File: src/rtl/inst_encode.sv
// rtl/inst_encode.sv - RV32I field-bundle encoder with one-deep output register (optional checks: INST_ENCODE_CHECK_EN)
module inst_encode #(
    parameter int ADDR_W = 8
) (
    input  logic              clk,
    input  logic              rst_n,
    input  logic              in_valid,
    output logic              in_ready,
    input  logic [2:0]        fmt,
    input  logic [6:0]        opcode,
    input  logic [4:0]        rd,
    input  logic [4:0]        rs1,
    input  logic [4:0]        rs2,
    input  logic [2:0]        funct3,
    input  logic [6:0]        funct7,
    input  logic [31:0]       imm,
    output logic              out_valid,
    input  logic              out_ready,
    output logic [31:0]       out_inst,
    output logic [ADDR_W-1:0] out_addr,
    output logic              out_err,
    output logic              err_sticky,
    output logic [15:0]       inst_cnt
);

    localparam logic [2:0] FMT_R = 3'd0;
    localparam logic [2:0] FMT_I = 3'd1;
    localparam logic [2:0] FMT_S = 3'd2;
    localparam logic [2:0] FMT_B = 3'd3;
    localparam logic [2:0] FMT_U = 3'd4;
    localparam logic [2:0] FMT_J = 3'd5;

    logic              out_valid_q,  out_valid_d;
    logic [31:0]       out_inst_q,   out_inst_d;
    logic [ADDR_W-1:0] out_addr_q,   out_addr_d;
    logic              out_err_q,    out_err_d;
    logic              err_sticky_q, err_sticky_d;
    logic [15:0]       inst_cnt_q,   inst_cnt_d;

    logic        accept;
    logic        handoff;
    logic [31:0] enc_inst;
    logic        enc_err;

    // Nothing is accepted during reset; otherwise the output slot must be empty or draining.
    assign in_ready = rst_n && (!out_valid_q || out_ready);
    assign accept   = in_valid && in_ready;
    assign handoff  = rst_n && out_valid_q && out_ready;

    // Assemble the instruction word from the fields the selected format uses.
    always_comb begin
        enc_inst = 32'h0000_0000;
        case (fmt)
            FMT_R: enc_inst = {funct7, rs2, rs1, funct3, rd, opcode};
            FMT_I: enc_inst = {imm[11:0], rs1, funct3, rd, opcode};
            FMT_S: enc_inst = {imm[11:5], rs2, rs1, funct3, imm[4:0], opcode};
            FMT_B: enc_inst = {imm[12], imm[10:5], rs2, rs1, funct3, imm[4:1], imm[11], opcode};
            FMT_U: enc_inst = {imm[31:12], rd, opcode};
            FMT_J: enc_inst = {imm[20], imm[10:1], imm[11], imm[19:12], rd, opcode};
            default: enc_inst = 32'h0000_0000;
        endcase
    end

`ifdef INST_ENCODE_CHECK_EN
    logic signed [31:0] simm;
    assign simm = imm;

    // Flag fields that cannot be represented in the chosen format.
    always_comb begin
        enc_err = (opcode[1:0] != 2'b11);
        case (fmt)
            FMT_R: ;
            FMT_I, FMT_S:
                if (simm < -32'sd2048 || simm > 32'sd2047) enc_err = 1'b1;
            FMT_B:
                if (imm[0] || simm < -32'sd4096 || simm > 32'sd4094) enc_err = 1'b1;
            FMT_U:
                if (imm[11:0] != 12'h000) enc_err = 1'b1;
            FMT_J:
                if (imm[0] || simm < -32'sd1048576 || simm > 32'sd1048574) enc_err = 1'b1;
            default: enc_err = 1'b1;
        endcase
    end
`else
    assign enc_err = 1'b0;
`endif

    // Retire the held word on handoff, then load a newly accepted word in the same edge.
    always_comb begin
        out_valid_d  = out_valid_q;
        out_inst_d   = out_inst_q;
        out_addr_d   = out_addr_q;
        out_err_d    = out_err_q;
        err_sticky_d = err_sticky_q;
        inst_cnt_d   = inst_cnt_q;
        if (handoff) begin
            out_valid_d = 1'b0;
            out_addr_d  = out_addr_q + ADDR_W'(1);
            if (inst_cnt_q != 16'hFFFF) inst_cnt_d = inst_cnt_q + 16'd1;
            if (out_err_q) err_sticky_d = 1'b1;
        end
        if (accept) begin
            out_valid_d = 1'b1;
            out_inst_d  = enc_inst;
            out_err_d   = enc_err;
        end
    end

    // State registers with synchronous active-low reset.
    always_ff @(posedge clk) begin
        if (!rst_n) begin
            out_valid_q  <= 1'b0;
            out_inst_q   <= 32'h0000_0000;
            out_addr_q   <= '0;
            out_err_q    <= 1'b0;
            err_sticky_q <= 1'b0;
            inst_cnt_q   <= 16'h0000;
        end else begin
            out_valid_q  <= out_valid_d;
            out_inst_q   <= out_inst_d;
            out_addr_q   <= out_addr_d;
            out_err_q    <= out_err_d;
            err_sticky_q <= err_sticky_d;
            inst_cnt_q   <= inst_cnt_d;
        end
    end

    assign out_valid  = out_valid_q;
    assign out_inst   = out_inst_q;
    assign out_addr   = out_addr_q;
    assign out_err    = out_err_q;
    assign err_sticky = err_sticky_q;
    assign inst_cnt   = inst_cnt_q;

endmodule

File: config.mk
export PLATFORM = sky130hd
export DESIGN_NAME = inst_encode
export DESIGN_NICKNAME = d
export VERILOG_FILES = /design/src/rtl/inst_encode.sv
export SDC_FILE = /design/constraint.sdc
export NUM_CORES = 1
export LEC_CHECK = 0
export ABC_AREA = 1
export CORE_MARGIN = 5
export CORE_UTILIZATION = 46
export DETAILED_ROUTE_END_ITERATION = 8
export PLACE_DENSITY_LB_ADDON = 0.12
export SLEW_MARGIN = 10
export SYNTH_ARGS = -nofsm -noshare
export SYNTH_HDL_FRONTEND = slang
export SYNTH_SLANG_ARGS = --single-unit
File: constraint.sdc
create_clock -name clk -period 2.6 [get_ports clk]
set_input_delay 0.52 -clock clk [delete_from_list [all_inputs] [get_ports clk]]
set_output_delay 0.52 -clock clk [all_outputs]
set_load 0.01 [all_outputs]
==> run summary <==
Commonest cells post-synth - nand2_1 (133), dfxtp_1 (57), nor2_1 (36)
required time of the critical path - 2.08 ns
Max Cap Violations - 0
Clock Tree Buf Depth - 2
Hold/Removal Path Class - reg2reg
Pint - 0.00156 W
sequential element share of the synthesized area - 0.384
run status - completed
layout cells sized above 1 - 0.109
hpwl dp - 6550 um
sw power - 0.000518 W
Synth Area in XOR/XNOR - 0.0177
row cnt - 29
Clock transition at path regs - 0.06 ns
initial antenna violation count - 0
critical path arrival - 1.77 ns
wire per inst - 13.7 um
CTS Buf Count - 9
worst hold stages - 2
#FFs+latches synth - 57
DRT antenna net count - 0
Async SR Flop Fraction - 0
worst setup path category - in2out
clock share of power - 0.395
htree depth - 3
top cells by area, synth - dfxtp_1 (38%), nand2_1 (17%), nand3_1 (5.4%)
Syn Std Cell Area - 0.00297 mm2
drt initial violations - 132
fin nets - 627
CP startpoint kind - input port
LEAKAGE - 1.71 nW
r2r setup slk - 0.86 ns
Peak VDD IR - 0.345 mV
PwrDens - 463 mW/mm2
Final GP Congestion - 0.888
fin worst setup slack - 0.307 ns
switching share of power - 0.250
die height - 90.4 um
Cells after Synth - 428
hold_ws - 0.464 ns
Synth top area share - 0.384
slew margin rel. - 0.652
worst slew pin tran - 0.521 ns
GRT Residual Overflow - 0
mux share of post-synthesis cell area - 0
number of vias in the routed layout - 3,257
# clock sinks - 57
fin crit period - 2.29 ns
final wirelength - 8720 um
setup_tns - 0 ns
compound-gate portion of the synthesized area - 0.152
ys flop type - dfxtp_1
Combinational Power Share - 0.162
Setup Viol. Count Final - 0
post-CTS sizing - 0
Port Buffers - 128
largest family of logic cells by synthesized area - simple AND/OR/NAND/NOR gates
post-CTS setup buffer count - 0
first-pass GRT wire length - 14,500 um
CTS tree - done
Layout area overhead - 50.5%
crit-path max FO - 2
Ys Warns - 0
core area - 0.00631 mm2
Tot GR Track Use - 0.213
final hold vios - 0
sequential share of power - 0.443
Initial Util - 0.471
Fill cells - 564
Synth Area in Simple Gates - 0.362
Highest Clock Rate - 436 MHz
drt via density - 5.12
overall power - 0.00207 W
worst slack, placed - 0.299 ns
Synth Area in Adders - 0.00842
RSZ-0062 raised after global routing - no
Hold Startpoint - out_inst[7]
most frequent cell after synthesis - nand2_1
CTS Hold Bufs - 0
Reg-to-Reg End - inst_cnt[15]
n_diodes - 0
reg2reg start - inst_cnt[0]
Syn Area/Cell - 6.95 um2
worst skew pair latency - 0.33 ns
Die Span X - 90.4 um
largest net degree at the start of global routing - 39
clock tree root buffer cell - clkbuf_8
vias in the first global route - 3,131
Final Max Tran Viols - 0
CP Capture Type - primary output
Yosys cell types - 33
drt drc - 0
first drt pass iteration count - 4
WHS Endpoint - out_inst[7]
Synth area leader - dfxtp_1
Die ar. - 0.00817 mm2
Final period util - 0.882
R2R depth - 9
Ports - 131
number of synthesized flops with an enable pin - 0
Worst Skew - 0.00949 ns
==> power groups by stage <==
stage | Sequential [W] | Combinational, W | Clock (W)
6_report | 0.000919 | 0.000337 | 0.000818
2_1_floorplan | 0.000949 | 0.000132 | 0
3_5_place_dp | 0.000938 | 0.000337 | 0
4_1_cts | 0.000919 | 0.000339 | 0.000831
3_3_place_gp | 0.000937 | 0.000335 | 0
5_1_grt | 0.000922 | 0.000369 | 0.000879
==> cells in the final DEF (no fill, tap or decap), types with 2 or more instances in the layout <==
master | netlist | final
nand2_1 | 133 | 133
clkdlybuf4s50_1 | 0 | 128
dfxtp_1 | 57 | 57
nor2_1 | 36 | 36
nand3_1 | 32 | 32
a21oi_1 | 22 | 22
inv_1 | 21 | 21
nand2_2 | 12 | 12
a31oi_1 | 11 | 11
clkbuf_8 | 0 | 10
o21ai_0 | 9 | 9
a21oi_2 | 9 | 9
nor2_2 | 8 | 8
a22oi_1 | 8 | 8
nand4_1 | 8 | 8
o21ai_1 | 7 | 7
buf_4 | 4 | 7
inv_2 | 6 | 6
nor3_1 | 5 | 5
xor2_1 | 4 | 4
o211ai_1 | 4 | 4
nor2_4 | 3 | 3
clkbuf_1 | 6 | 3
xnor2_1 | 2 | 2
ha_1 | 2 | 2
conb_1 | 1 | 2
clkinv_2 | 0 | 2
==> through the flow <==
stage,cells,area (um2),utilization
after floorplan,429,2980,-
after global placement,620,4290,0.679
after detailed placement,620,4290,0.679
after CTS,636,4480,0.709
after global routing,636,4480,0.709
final,636,4480,0.709
==> per-layer routing <==
metal / wire length, um / GRT usage / up-vias / part of all wire
met5: 0 / 0 / - / 0
met4: 140 / 0.0608 / 0 / 0.016
met3: 828 / 0.0917 / 12 / 0.095
met2: 4160 / 0.349 / 113 / 0.48
met1: 3600 / 0.253 / 1476 / 0.41
li1: - / - / 1656 / -
==> critical path, stage by stage <==
cell             delay [ns]
clkdlybuf4s50_1        0.53
nor2_2                 0.08
nor2_4                 0.09
clkdlybuf4s50_1        0.54
==> layout make-up <==
type	instances	area, um2	area share
tap	77	96.3	0.0215
clock buffer	13	149	0.0333
inverter	27	101	0.0226
multi-input combinational	324	1610	0.361
clock inverter	3	40.0	0.00895
timing repair buffer	135	1330	0.298
sequential	57	1140	0.255
==> worst max-delay path by stage <==
stage,from,end,slack (ns),cells after the start
2_1_floorplan,inst_cnt[0],inst_cnt[11],1.00,9
3_3_place_gp,out_ready,in_ready,0.31,4
3_5_place_dp,out_ready,in_ready,0.30,4
4_1_cts,out_ready,in_ready,0.30,4
5_1_grt,out_ready,in_ready,0.28,4
6_report,out_ready,in_ready,0.31,4
==> registers in the layout (all words and copies together), names as in the netlist <==
signal,flops
out_valid,1
inst_cnt,16
out_addr,8
out_inst,32
==> cell families (layout without fill, tap and decap cells) <==
| logic type | after synthesis | in the layout |
|---|---|---|
| AOI/OAI and AO/OA | 72 | 72 |
| xor gates and xnor gates | 6 | 6 |
| adders and majority gates | 2 | 2 |
| buffers and inverters | 48 | 178 |
| DFF | 57 | 57 |
| other | 1 | 2 |
| and+or+nand+nor | 242 | 242 |
Note: power is estimated with default switching activity, not from simulation.
